`src/rtl/mem_port_arbiter_pkg.sv`:
```
// Shared types for the memory port arbiter: FSM state, bus owner and the
// registered memory request.
package mem_port_arbiter_pkg;

   localparam int unsigned ARB_AW  = 32;
   localparam int unsigned ARB_DW  = 32;
   localparam int unsigned ARB_BEW = ARB_DW / 8;

   typedef enum logic [1:0] {
      ARB_IDLE,
      ARB_WAIT_GNT,
      ARB_WAIT_RSP
   } arb_state_t;

   typedef enum logic [1:0] {
      OWN_NONE,
      OWN_IF,
      OWN_DM
   } arb_owner_t;

   typedef struct packed {
      logic [ARB_AW-1:0]  addr;
      logic [ARB_DW-1:0]  wdata;
      logic [ARB_BEW-1:0] be;
      logic               we;
   } mem_req_t;

endpackage

```
`src/rtl/mem_port_arbiter_starve_ctr.sv`:
```
// Saturating count of arbitrations fetch has lost in a row.
module arb_starve_ctr #(
   parameter int unsigned STARVE_LIMIT = 4,
   localparam int unsigned CW = $clog2(STARVE_LIMIT + 1)
) (
   input  logic clk,
   input  logic reset,
   input  logic inc,
   input  logic clr,
   output logic saturated
);

   logic [CW-1:0] count_q, count_d;

   // next count: clear on a fetch grant wins over any increment
   always_comb begin
      count_d = count_q;
      if (clr) begin
         count_d = '0;
      end else if (inc && (count_q != CW'(STARVE_LIMIT))) begin
         count_d = count_q + 1'b1;
      end
   end

   // counter register
   always_ff @(posedge clk or posedge reset) begin
      if (reset) begin
         count_q <= '0;
      end else begin
         count_q <= count_d;
      end
   end

   assign saturated = (count_q == CW'(STARVE_LIMIT));

endmodule

```
`src/rtl/mem_port_arbiter.sv`:
```
// Two-requester (fetch / data) arbiter for a single-ported memory bus.
// One transaction in flight; data wins unless ARB_STARVE_GUARD_EN is defined,
// in which case fetch is forced through after STARVE_LIMIT consecutive losses.
module mem_port_arbiter
   import mem_port_arbiter_pkg::*;
#(
   parameter int unsigned AW           = 32,
   parameter int unsigned DW           = 32,
   parameter int unsigned STARVE_LIMIT = 4
) (
   input  logic            clk,
   input  logic            reset,
   input  logic            if_req,
   input  logic [AW-1:0]   if_addr,
   output logic            if_gnt,
   output logic            if_rvalid,
   output logic [DW-1:0]   if_rdata,
   input  logic            dm_req,
   input  logic            dm_we,
   input  logic [AW-1:0]   dm_addr,
   input  logic [DW-1:0]   dm_wdata,
   input  logic [DW/8-1:0] dm_be,
   output logic            dm_gnt,
   output logic            dm_rvalid,
   output logic [DW-1:0]   dm_rdata,
   output logic            mem_req,
   output logic            mem_we,
   output logic [AW-1:0]   mem_addr,
   output logic [DW-1:0]   mem_wdata,
   output logic [DW/8-1:0] mem_be,
   input  logic            mem_gnt,
   input  logic            mem_rvalid,
   input  logic [DW-1:0]   mem_rdata
);

   // request register is typed by the package, so widths must agree
   if (AW != ARB_AW || DW != ARB_DW) begin : g_width_check
      $error("mem_port_arbiter: AW/DW must match mem_port_arbiter_pkg");
   end
   if (STARVE_LIMIT == 0) begin : g_limit_check
      $error("mem_port_arbiter: STARVE_LIMIT must be nonzero");
   end

   arb_state_t state_q, state_d;
   arb_owner_t owner_q, owner_d;
   mem_req_t   req_q, req_d;

   logic dm_win, if_win;
   logic if_gnt_c, dm_gnt_c;
   logic if_rvalid_c, dm_rvalid_c;
   logic starve_sat;

`ifdef ARB_STARVE_GUARD_EN
   arb_starve_ctr #(
      .STARVE_LIMIT(STARVE_LIMIT)
   ) u_starve_ctr (
      .clk      (clk),
      .reset    (reset),
      .inc      (dm_gnt_c && if_req),
      .clr      (if_gnt_c),
      .saturated(starve_sat)
   );
`else
   assign starve_sat = 1'b0;
`endif

   // winner selection: data priority unless fetch has been starved out
   always_comb begin
      dm_win = dm_req && !(if_req && starve_sat);
      if_win = if_req && !dm_win;
   end

   // next state, request capture, grant and response routing
   always_comb begin
      state_d     = state_q;
      owner_d     = owner_q;
      req_d       = req_q;
      if_gnt_c    = 1'b0;
      dm_gnt_c    = 1'b0;
      if_rvalid_c = 1'b0;
      dm_rvalid_c = 1'b0;
      unique case (state_q)
         ARB_IDLE: begin
            if (dm_win) begin
               dm_gnt_c    = 1'b1;
               req_d.addr  = dm_addr;
               req_d.wdata = dm_wdata;
               req_d.be    = dm_be;
               req_d.we    = dm_we;
               owner_d     = OWN_DM;
               state_d     = ARB_WAIT_GNT;
            end else if (if_win) begin
               if_gnt_c    = 1'b1;
               req_d.addr  = if_addr;
               req_d.wdata = '0;
               req_d.be    = '1;
               req_d.we    = 1'b0;
               owner_d     = OWN_IF;
               state_d     = ARB_WAIT_GNT;
            end
         end
         ARB_WAIT_GNT: begin
            if (mem_gnt) begin
               state_d = ARB_WAIT_RSP;
            end
         end
         ARB_WAIT_RSP: begin
            if (mem_rvalid) begin
               if_rvalid_c = (owner_q == OWN_IF);
               dm_rvalid_c = (owner_q == OWN_DM);
               owner_d     = OWN_NONE;
               state_d     = ARB_IDLE;
            end
         end
         default: begin
            owner_d = OWN_NONE;
            state_d = ARB_IDLE;
         end
      endcase
   end

   // state, owner and request registers
   always_ff @(posedge clk or posedge reset) begin
      if (reset) begin
         state_q <= ARB_IDLE;
         owner_q <= OWN_NONE;
         req_q   <= '0;
      end else begin
         state_q <= state_d;
         owner_q <= owner_d;
         req_q   <= req_d;
      end
   end

   // reset gates the combinational handshakes so nothing leaks while held
   always_comb begin
      if_gnt    = if_gnt_c && !reset;
      dm_gnt    = dm_gnt_c && !reset;
      if_rvalid = if_rvalid_c && !reset;
      dm_rvalid = dm_rvalid_c && !reset;
      if_rdata  = mem_rdata;
      dm_rdata  = mem_rdata;
      mem_req   = (state_q == ARB_WAIT_GNT);
      mem_we    = req_q.we;
      mem_addr  = req_q.addr;
      mem_wdata = req_q.wdata;
      mem_be    = req_q.be;
   end

endmodule

```
`config.mk`:
```
export PLATFORM = sky130hd
export DESIGN_NAME = mem_port_arbiter
export DESIGN_NICKNAME = d
export VERILOG_FILES = /design/src/rtl/mem_port_arbiter_pkg.sv /design/src/rtl/mem_port_arbiter_starve_ctr.sv /design/src/rtl/mem_port_arbiter.sv
export SDC_FILE = /design/constraint.sdc
export NUM_CORES = 1
export LEC_CHECK = 0
export CORE_MARGIN = 5
export CORE_UTILIZATION = 34
export DETAILED_ROUTE_END_ITERATION = 7
export GPL_ROUTABILITY_DRIVEN = 0
export PLACE_DENSITY = 0.81
export SYNTH_ARGS = -nofsm -noshare
export SYNTH_HDL_FRONTEND = slang
export SYNTH_SLANG_ARGS = --single-unit
```
`constraint.sdc`:
```
create_clock -name clk -period 3.75 [get_ports clk]
set_clock_uncertainty 0.2 [all_clocks]
set_input_delay 0.75 -clock clk [delete_from_list [all_inputs] [get_ports clk]]
set_output_delay 0.75 -clock clk [all_outputs]
set_load 0.02 [all_outputs]
```
**After elaboration in Yosys (flattened, before gate mapping)**

Index checks and enable logic that the tools add are counted.

- Equal/unequal tests: 7
- Muxes and demuxes: 18
- Bitwise logic cells: 1
- Reductions and logical operators: 12

Operators by type and width:

| kind | number |
|---|---|
| 69-bit two-way mux | 2 |
| 2-bit one-hot mux with 3 select lines | 2 |
| 2-bit two-way mux | 5 |
| 1-bit two-way mux | 9 |
| 3-bit AND reduction | 2 |
| 1-bit logical AND | 5 |
| 2-bit by 1-bit == test with 1-bit output (second input constant) | 2 |
| 2-bit == test (second input constant) | 2 |
| 3-bit != test (second input constant) | 1 |
| 1-bit zero test | 2 |
| 2-bit zero test | 1 |
| 2-bit by 1-bit != test with 1-bit output (second input constant) | 1 |
| 2-bit != test (second input constant) | 1 |
| 2-bit AND reduction | 1 |
| 2-bit nonzero test | 1 |
| 1-bit inverter | 1 |

- Flip-flop bits (word level): 73
- Output and inout port bits: 138

**Longest topological paths before layout**

Gate-level depths: netlist (run 1).

- Word-level depth: 6
- Mapped depth: 5
- Gate-level depth less buffers: 3

**Worst setup path before layout (run 1)**

Ideal clock, no wire load.

- Kind: input to output
- Start point: input port reset
- End point: output port if_rvalid
- Data arrival time: 3.133 ns
- Required time: 2.800 ns
- Slack: -0.333 ns
- Stages: 3
- Buffers on the path: 0
- Cell sequence: inv_1 nand4_1 nor3b_1

- Longest elaborated chain between the ends: 2

RTL lines:

| item | RTL line | text |
|---|---|---|
| start, declared | mem_port_arbiter.sv:12 | `input logic reset,` |
| 1-bit zero test | mem_port_arbiter.sv:139 | `if_rvalid = if_rvalid_c && !reset;` |
| 1-bit logical AND | mem_port_arbiter.sv:139 |  |
| end, declared | mem_port_arbiter.sv:16 | `output logic if_rvalid,` |

No other way between the ends.

**Worst setup path in the final report (run 1)**

Ends and elaborated chain as after synthesis.

==> summary.md, run 1 <==
| Metric | Value |
|---|---|
| Worst Path Required | `2.80 ns` |
| Grt ovf | `0` |
| Number of global-route vias before repair | `~2900` |
| # DRC | `0` |
| Std cell rows | `38` |
| Worst slew margin | `0.390` |
| Vias | `~2600` |
| Antenna Cells | `0` |
| Crit-path max FO | `3` |
| Post-CTS resize count | `0` |
| Most common cell after layout, fill and taps aside | `clkdlybuf4s50_1` |
| Die X | `approximately 110 um` |
| Hold_buf cts | `0` |
| Gr usage total | `0.148` |
| Power Density | `between 800 and 900 nW/um^2` |
| Maximum vdd drop | `between 0.0003 and 0.0004 V` |
| Multiplexer area fraction after synthesis | `0.222` |
| Final worst path period share | `0.866` |
| Type of origin of the critical path | `input pin` |
| Synth unique cells | `26` |
| Nets | `between 500 and 600` |
| Final Hold Vio Count | `0` |
| R2R Setup Slk | `between 1.5 and 2 ns` |
| Most frequent cells in the layout | `179 x clkdlybuf4s50_1, 73 x dfrtp_1, 38 x mux2_2` |
| Worst hold path type | `reg2reg` |
| Max_cap viols | `0` |
| Total negative slack | `0 ns` |
| R2R depth | `4` |
| Final setup vio count | `0` |
| Ports | `277` |
| Ys flop type | `dfrtp_1` |
| Number of standard cells after synthesis | `277` |
| Tmin final | `approximately 3.2 ns` |
| RSZ-0062 raised after global routing | `no` |
| Fillers | `978` |
| R2R Path Start | `state_q[1]$_DFFE_PP0P_` |
| Antenna viol nets, final | `0` |
| Crit end category | `output pin` |
| CTS tree | `built` |
| CTS clk-pin slew, worst paths | `around 0.080 ns` |
| Synth warn | `0` |
| Total wire length | `9920 um` |
| Die area | `between 10000 and 15000 sq um` |
| Post-synthesis xor/xnor area fraction | `0` |
| Postcts setup bufs | `0` |
| Mapped Area | `3690 sq um` |
| Layout cells sized above 1 | `0.225` |
| Run status | `completed` |
| Register area share after synthesis | `0.495` |
| Clk root buf | `clkbuf_8` |
| Slew Viols, Final | `0` |
| Max Clk Rate | `308 MHz` |
| First-pass DRT Iterations | `6` |
| Die Span Y | `between 100 and 150 um` |
| Slew of the pin with the lowest slew margin | `roughly 0.91 ns` |
| Worst EP arrival | `~2.3 ns` |
| Final WS setup | `a little over 0.5 ns` |
| Worst Setup EP | `if_rvalid` |
| Multi-input gate area | `approximately 1300 sq um` |
| Simple-gate portion of the synthesized area | `0.0220` |
| Dpl ws | `between 0.5 and 0.6 ns` |
| Worst skew pair latency | `0.33 ns` |
| Mean post-synth cell area | `about 13 sq um` |
| Mapped Nets | `about 420` |
| Num CTS Buffers | `9` |
| # H-tree levels | `3` |
| Sink Count | `73` |
| Async SR Flop Fraction | `1.00` |
| Largest family of logic cells by synthesized area | `multiplexers` |
| #FFs+latches synth | `73` |
| Register area | `1830 sq um` |
| Worst setup path startpoint | `reset` |
| Dpl hpwl | `7310 um` |
| Largest net degree at the start of global routing | `74` |
| First-pass GRT wire length | `~15000 um` |
| Leak Pwr | `2.27 nW` |
| DR WL/cell | `between 15 and 20 um` |
| Initial antenna violation count | `0` |
| Starting Density | `0.343` |
| EDFF count, synth | `0` |
| Adder and majority cell fraction of the synthesized area | `0` |
| Initial DRC count | `52` |
| Core Box Area | `between 10000 and 15000 sq um` |
| Worst R2R End | `mem_addr[29]$_DFFE_PP0P_` |
| Max Buffers Root-to-Sink | `2` |
| Area grow syn2layout | `45.8%` |
| Port buffer count | `180` |
| Compound-Gate Fraction of Synth Area | `0.102` |
| Vias per inst | `between 4 and 5` |
| Critical setup path kind | `in2out` |
-- power breakdown --
group	internal, W	switching (W)
clock network	0.000446	0.000310
registers	0.00116	0.000221
logic	0.00121	0.00102
-- cell families (layout without fill, tap and decap cells) --
kind of cell | after synthesis | in the layout
and+or+nand+nor | 15 | 15
DFF | 73 | 73
AOI/OAI and AO/OA | 44 | 44
buffers and inverters | 81 | 204
muxes | 64 | 64
-- worst min-delay path by stage --
stage	from	end	depth (start not counted)
3_3_place_gp	mem_be[2]$_DFFE_PP0P_	mem_be[2]$_DFFE_PP0P_	1
4_1_cts	mem_be[1]$_DFFE_PP0P_	mem_be[1]$_DFFE_PP0P_	1
6_report	mem_be[1]$_DFFE_PP0P_	mem_be[1]$_DFFE_PP0P_	1
5_1_grt	mem_be[1]$_DFFE_PP0P_	mem_be[1]$_DFFE_PP0P_	1
2_1_floorplan	owner_q[0]$_DFFE_PP0P_	owner_q[0]$_DFFE_PP0P_	2
3_5_place_dp	mem_be[1]$_DFFE_PP0P_	mem_be[1]$_DFFE_PP0P_	1
-- layout make-up --
type / count / area share
sequential: 73 / 0.340
tap: 140 / 0.0326
timing repair buffer: 185 / 0.341
clock buffer: 10 / 0.0237
inverter: 3 / 0.00279
clock inverter: 6 / 0.0216
multi-input combinational: 123 / 0.238
-- sequential cells by signal (all words and copies together), names as in the netlist --
name and cells:
owner_q 2, mem_wdata 32, mem_we 1, mem_be 4, state_q 2, mem_addr 32
-- metal layers --
layer | routed length [um] | track usage | vias up | share of wire
li1 | - | - | 1151 | -
met1 | 3780 | 0.169 | 1264 | 0.38
met2 | 5010 | 0.251 | 115 | 0.50
met3 | 827 | 0.0539 | 45 | 0.083
met4 | 305 | 0.0649 | 0 | 0.031
met5 | 0 | 0 | - | 0
-- synthesized netlist by cell type, types with 2 or more instances --
cell type | n | share of area
nor2_1 | 3 | 0.0031
nand2_1 | 3 | 0.0031
o22a_1 | 4 | 0.0095
a22o_1 | 33 | 0.078
buf_6 | 4 | 0.012
inv_1 | 3 | 0.0031
mux2_4 | 26 | 0.11
mux2_2 | 38 | 0.12
buf_4 | 64 | 0.13
nand3b_1 | 2 | 0.0041
dfrtp_1 | 73 | 0.50
nand2b_1 | 2 | 0.0034
clkbuf_1 | 2 | 0.0020
buf_2 | 8 | 0.011
-- metrics by stage --
step	total power (W)	cells	hold slack [ns]	cell area, sq um	util
6_report	0.00436	540	0.298	5380	0.500
5_1_grt	0.00459	540	0.315	5380	0.500
4_1_cts	0.00442	540	0.301	5380	0.500
3_5_place_dp	0.00363	524	0.281	5130	0.478
3_3_place_gp	0.00359	524	0.275	5130	0.478
2_1_floorplan	0.00273	277	0.336	3690	-
-- worst max-delay path: stages --
cell	delay, ns
clkdlybuf4s50_1	0.48
clkinvlp_4	0.11
nand4_1	0.11
nor3b_1	0.21
clkdlybuf4s50_1	0.63
(Power assumes the default switching activity.)
==> run 2, diff against run 1 <==
GPL_TIMING_DRIVEN = 1   (was not set)
clock period = 3.15 ns   (was 3.75 ns; I/O delays follow)
==> run 2 against run 1 <==
  * Via count increased by 0.85%
  * Global-route usage is essentially flat
  * Non-clock buffer count unchanged
  * Sequential share of layout area is 0.14 points higher
==> summary.md, run 2 (synthesis gave the netlist of run 1 again) <==
| Metric | Value |
|---|---|
| Worst hold path type | `reg2reg` |
| Nets | `between 500 and 600` |
| Max_cap viols | `0` |
| First-pass DRT Iterations | `5` |
| P_sw | `~0.0019 W` |
| Worst skew pair latency | `between 0.3 and 0.4 ns` |
| Sink Count | `73` |
| Dpl hpwl | `between 7000 and 8000 um` |
| Critical setup path kind | `in2out` |
| Vias | `roughly 2600` |
| Most common cell after layout, fill and taps aside | `clkdlybuf4s50_1` |
| Internal power | `about 0.0032 W` |
| # H-tree levels | `3` |
| Worst Path Required | `about 2.3 ns` |
| Dpl ws | `about 0.14 ns` |
| Fillers | `around 960` |
| Total negative slack | `0 ns` |
| Postcts setup bufs | `0` |
| Max Clk Rate | `331 MHz` |
| Most frequent cells in the layout | `179 x clkdlybuf4s50_1, 73 x dfrtp_1, 38 x mux2_2` |
| Total wire length | `roughly 10000 um` |
| Final setup vio count | `0` |
| Leak Pwr | `2.25 nW` |
| Port buffer count | `180` |
| CP delay by family, top | `buffers and inverters` |
| Type of origin of the critical path | `input pin` |
| Sequential share of power | `0.322` |
| Worst slew margin | `0.385` |
| Antenna Cells | `0` |
| Switching Share | `0.371` |
| Largest net degree at the start of global routing | `74` |
| Maximum vdd drop | `0.000506 V` |
| Clk root buf | `clkbuf_8` |
| Area grow syn2layout | `45.1%` |
| Critical-path cell list | `clkdlybuf4s50_1, clkinvlp_4, nand4_1, nor3b_1, clkdlybuf4s50_1` |
| Num CTS Buffers | `9` |
| Die area | `13000 sq um` |
| Final Hold Vio Count | `0` |
| Hold WS | `roughly 0.3 ns` |
| Die Span Y | `around 110 um` |
| Number of global-route vias before repair | `roughly 3000` |
| Die X | `between 100 and 150 um` |
| Vias per inst | `4.81` |
| Grt ovf | `0` |
| Final worst path period share | `0.960` |
| Initial DRC count | `~120` |
| Max Buffers Root-to-Sink | `2` |
| Worst EP arrival | `approximately 2.2 ns` |
| Tmin final | `between 3 and 4 ns` |
| Most frequent CP cell | `clkdlybuf4s50_1` |
| Clock network fraction of design power | `0.155` |
| Power Density | `around 950 nW/um^2` |
| Hold_buf cts | `0` |
| Crit end category | `output pin` |
| Slew of the pin with the lowest slew margin | `approximately 0.92 ns` |
| Initial antenna violation count | `0` |
| Antenna viol nets, final | `0` |
| Core Box Area | `roughly 11000 sq um` |
| # DRC | `0` |
| Max stage delay on crit path | `0.64 ns` |
| RSZ-0062 raised after global routing | `no` |
| Crit-path max FO | `3` |
| Post-CTS resize count | `0` |
| DR WL/cell | `18.5 um` |
| CTS clk-pin slew, worst paths | `around 0.090 ns` |
| Run status | `completed` |
| Layout cells sized above 1 | `0.228` |
| Std cell rows | `38` |
| CTS tree | `built` |
| Slew Viols, Final | `0` |
| Final Util | `0.498` |
| Final WS setup | `between 0.1 and 0.15 ns` |
| Gr usage total | `0.148` |
| Ports | `between 200 and 300` |
| Buf/Inv on CP | `3` |
| Starting Density | `0.343` |
| First-pass GRT wire length | `~15000 um` |
| Combinational Power Share | `0.523` |
| CP max stage cell | `clkdlybuf4s50_1` |
run 2: cell count changes in the layout (fill, tap and decap cells not counted), sizes merged:
cell and change:
clkinv -3, clkinvlp +2, clkbuf -1, bufinv -2, inv +4
run 2: cell type report:
cell class | count | area (sq um) | share of cell area
clock inverters | 7 | 85.1 | 0.0159
well taps | 140 | 175 | 0.0327
flip-flops and latches | 73 | 1830 | 0.341
inverters | 3 | 15.0 | 0.00280
multi-input cells | 123 | 1280 | 0.239
clock buffers | 9 | 124 | 0.0231
repair buffers | 185 | 1850 | 0.345
run 2: power by group through the flow:
stage	Combinational (W)	Sequential (W)	Clock, W
floorplan	0.00112	0.00212	0
CTS	0.00271	0.00164	0.000826
global placement	0.00266	0.00164	0
global route	0.00282	0.00170	0.000868
finish	0.00267	0.00164	0.000791
detailed placement	0.00270	0.00165	0
run 2: worst paths after layout:
path	slack (ns)	to	cells after the start	start
worst max-delay path	0.13	if_rvalid	5	reset
worst min-delay path	0.30	mem_be[2]$_DFFE_PP0P_	1	mem_be[2]$_DFFE_PP0P_
worst max register to register	1.31	mem_addr[29]$_DFFE_PP0P_	4	state_q[1]$_DFFE_PP0P_
worst min register to register	0.30	mem_be[2]$_DFFE_PP0P_	1	mem_be[2]$_DFFE_PP0P_
max in group asynchronous	1.33	mem_addr[16]$_DFFE_PP0P_	3	reset
min in group asynchronous	0.84	mem_wdata[29]$_DFFE_PP0P_	3	reset
run 2: per-stage QoR:
step,std cells,total power [W],cell area (sq um)
after floorplan,277,0.00324,3690
after global placement,524,0.00429,5140
after detailed placement,524,0.00435,5140
after CTS,540,0.00518,5350
after global routing,540,0.00539,5350
final,540,0.00510,5350
run 2: routing by layer:
metal	up-vias	track usage	part of all wire
met5	-	0	0
met4	0	0.0713	0.033
met3	46	0.0502	0.082
met2	123	0.249	0.51
met1	1274	0.170	0.38
li1	1154	-	-
==> run 3, diff against run 2 <==
ABC_AREA = 1   (was not set)
CORE_UTILIZATION = 35   (was 34)
PLACE_DENSITY = 0.82   (was 0.81)
==> run 3 against run 2 <==
  * Core utilization up 0.67 points
  * Maximum frequency up 1.2%
  * Flip-flop and latch count unchanged
  * Critical path type unchanged
  * Largest power group unchanged
==> summary.md, run 3 <==
| Metric | Value |
|---|---|
| Run status | `completed` |
| Most common cell after layout, fill and taps aside | `nand2_1` |
| Worst hold path type | `reg2reg` |
| Fillers | `1023` |
| First-pass DRT Iterations | `4` |
| Multi-input gate area | `1290 sq um` |
| Std cell rows | `38` |
| Most frequent cell after synthesis | `nand2_1` |
| Die X | `~110 um` |
| Hold WS | `0.270 ns` |
| Register area | `~1800 sq um` |
| Hold path start | `mem_wdata[17]$_DFFE_PP0P_` |
| Initial DRC count | `roughly 170` |
| Postcts setup bufs | `0` |
| Max Buffers Root-to-Sink | `2` |
| Final worst path period share | `0.949` |
| Dpl hpwl | `about 7900 um` |
| Die Span Y | `between 100 and 150 um` |
| Total negative slack | `0 ns` |
| Post-synthesis xor/xnor area fraction | `0` |
| Worst EP arrival | `between 2 and 2.5 ns` |
| Clk root buf | `clkbuf_8` |
| Sink Count | `73` |
| CTS clk-pin slew, worst paths | `around 0.060 ns` |
| Antenna viol nets, final | `0` |
| Antenna Cells | `0` |
| Number of standard cells after synthesis | `roughly 500` |
| DR WL/cell | `about 14 um` |
| Worst slew margin | `0.404` |
| Async SR Flop Fraction | `1.00` |
| Critical setup path kind | `in2out` |
| Post-synth top cells | `267 x nand2_1, 73 x dfrtp_1, 64 x buf_4` |
| Slew of the pin with the lowest slew margin | `roughly 0.89 ns` |
| Synth unique cells | `15` |
| Maximum vdd drop | `around 0.00047 V` |
| Port buffer count | `between 150 and 200` |
| EDFF count, synth | `0` |
| Final setup vio count | `0` |
| Largest family of logic cells by synthesized area | `simple AND/OR/NAND/NOR gates` |
| Initial antenna violation count | `0` |
| Cell taking the most area after synthesis | `dfrtp_1` |
| Mean post-synth cell area | `7.66 sq um` |
| R2R Path Start | `state_q[0]$_DFFE_PP0P_` |
| CTS tree | `built` |
| Ys flop type | `dfrtp_1` |
| Starting Density | `0.354` |
| Register area share after synthesis | `0.483` |
| Synth warn | `0` |
| Largest net degree at the start of global routing | `between 70 and 80` |
| Max_cap viols | `0` |
| Simple-gate portion of the synthesized area | `0.336` |
| Type of origin of the critical path | `input pin` |
| Final Hold Vio Count | `0` |
| Hold_buf cts | `0` |
| Total wire length | `between 10000 and 15000 um` |
| # H-tree levels | `3` |
| Tmin final | `approximately 3 ns` |
| Layout cells sized above 1 | `0.0428` |
| Leak Pwr | `2.69 nW` |
| Synth top area cells | `dfrtp_1 48%, nand2_1 26%, buf_4 13%` |
| Post-CTS resize count | `0` |
| Final Util | `0.505` |
| Crit-path max FO | `3` |
| Power Density | `around 900 nW/um^2` |
| Worst Path Required | `2.32 ns` |
| #FFs+latches synth | `between 70 and 80` |
| # DRC | `0` |
| Slew Viols, Final | `0` |
| Mapped Nets | `633` |
| First-pass GRT wire length | `16800 um` |
| Vias | `between 3000 and 4000` |
| RSZ-0062 raised after global routing | `no` |
| Area share of the largest cell type after synthesis | `0.483` |
| Multiplexer area fraction after synthesis | `0` |
| Worst setup path startpoint | `reset` |
| Core Box Area | `10700 sq um` |
| Number of global-route vias before repair | `about 3500` |
| Die area | `approximately 13000 sq um` |
| Ports | `about 280` |
| Compound-Gate Fraction of Synth Area | `0.00364` |
| Area grow syn2layout | `42.7%` |
| Worst skew pair latency | `~0.34 ns` |
| Max Clk Rate | `roughly 330 MHz` |
| Num CTS Buffers | `9` |
| Gr usage total | `0.161` |
| Most frequent cells in the layout | `267 x nand2_1, 179 x clkdlybuf4s50_1, 73 x dfrtp_1` |
| Vias per inst | `approximately 4.5` |
| Adder and majority cell fraction of the synthesized area | `0` |
| Mapped Area | `about 3800 sq um` |
| Grt ovf | `0` |
| Crit end category | `output pin` |
| Nets | `approximately 740` |
-- run 3: logic make-up after synthesis --
group / count (synthesis)
AOI/OAI and AO/OA: 2
buffers and inverters: 96
and+or+nand+nor: 323
DFF: 73
-- run 3: report_power, final --
part / switching [W] / leakage, nW / total, W / internal, W
clock network: 0.000338 / 0.123 / 0.000849 / 0.000511
logic: 0.00139 / 1.65 / 0.00244 / 0.00106
registers: 0.000237 / 0.913 / 0.00159 / 0.00135
total: 0.00196 / 2.69 / 0.00488 / 0.00292
-- run 3: final timing paths --
path / slack (ns) / end / depth (start not counted)
max: 0.16 / if_rvalid / 5
min in group asynchronous: 0.85 / mem_addr[3]$_DFFE_PP0P_ / 3
max reg2reg: 1.17 / mem_wdata[30]$_DFFE_PP0P_ / 6
min: 0.27 / mem_wdata[17]$_DFFE_PP0P_ / 2
min reg2reg: 0.27 / mem_wdata[17]$_DFFE_PP0P_ / 2
max in group asynchronous: 1.32 / mem_wdata[17]$_DFFE_PP0P_ / 3
-- run 3: critical path, stage by stage --
cell             delay, ns
clkdlybuf4s50_1       0.48
clkinvlp_4            0.12
nand4_1               0.12
nor3_1                0.17
clkdlybuf4s50_1       0.63
-- run 3: stage by stage --
step | setup WS [ns] | power [W] | std cells | cell area [sq um]
2_1_floorplan | 0.154 | 0.00307 | 494 | 3790
3_3_place_gp | 0.173 | 0.00400 | 731 | 5160
3_5_place_dp | 0.161 | 0.00408 | 731 | 5160
4_1_cts | 0.160 | 0.00495 | 747 | 5400
5_1_grt | 0.0947 | 0.00522 | 747 | 5400
6_report | 0.160 | 0.00488 | 747 | 5400
-- run 3: area by class of cell --
type,instances,share of cell area
clock buffers,12,0.0306
clock inverters,4,0.0137
inverters,8,0.00625
multi-input cells,325,0.239
flip-flops and latches,73,0.338
well taps,140,0.0324
repair buffers,185,0.340
-- run 3: routing by layer --
layer	part of all wire	up-vias	GRT usage
met2	0.49	157	0.274
met5	0	-	0
met4	0.032	0	0.0768
li1	-	1657	-
met1	0.39	1519	0.183
met3	0.085	34	0.0493
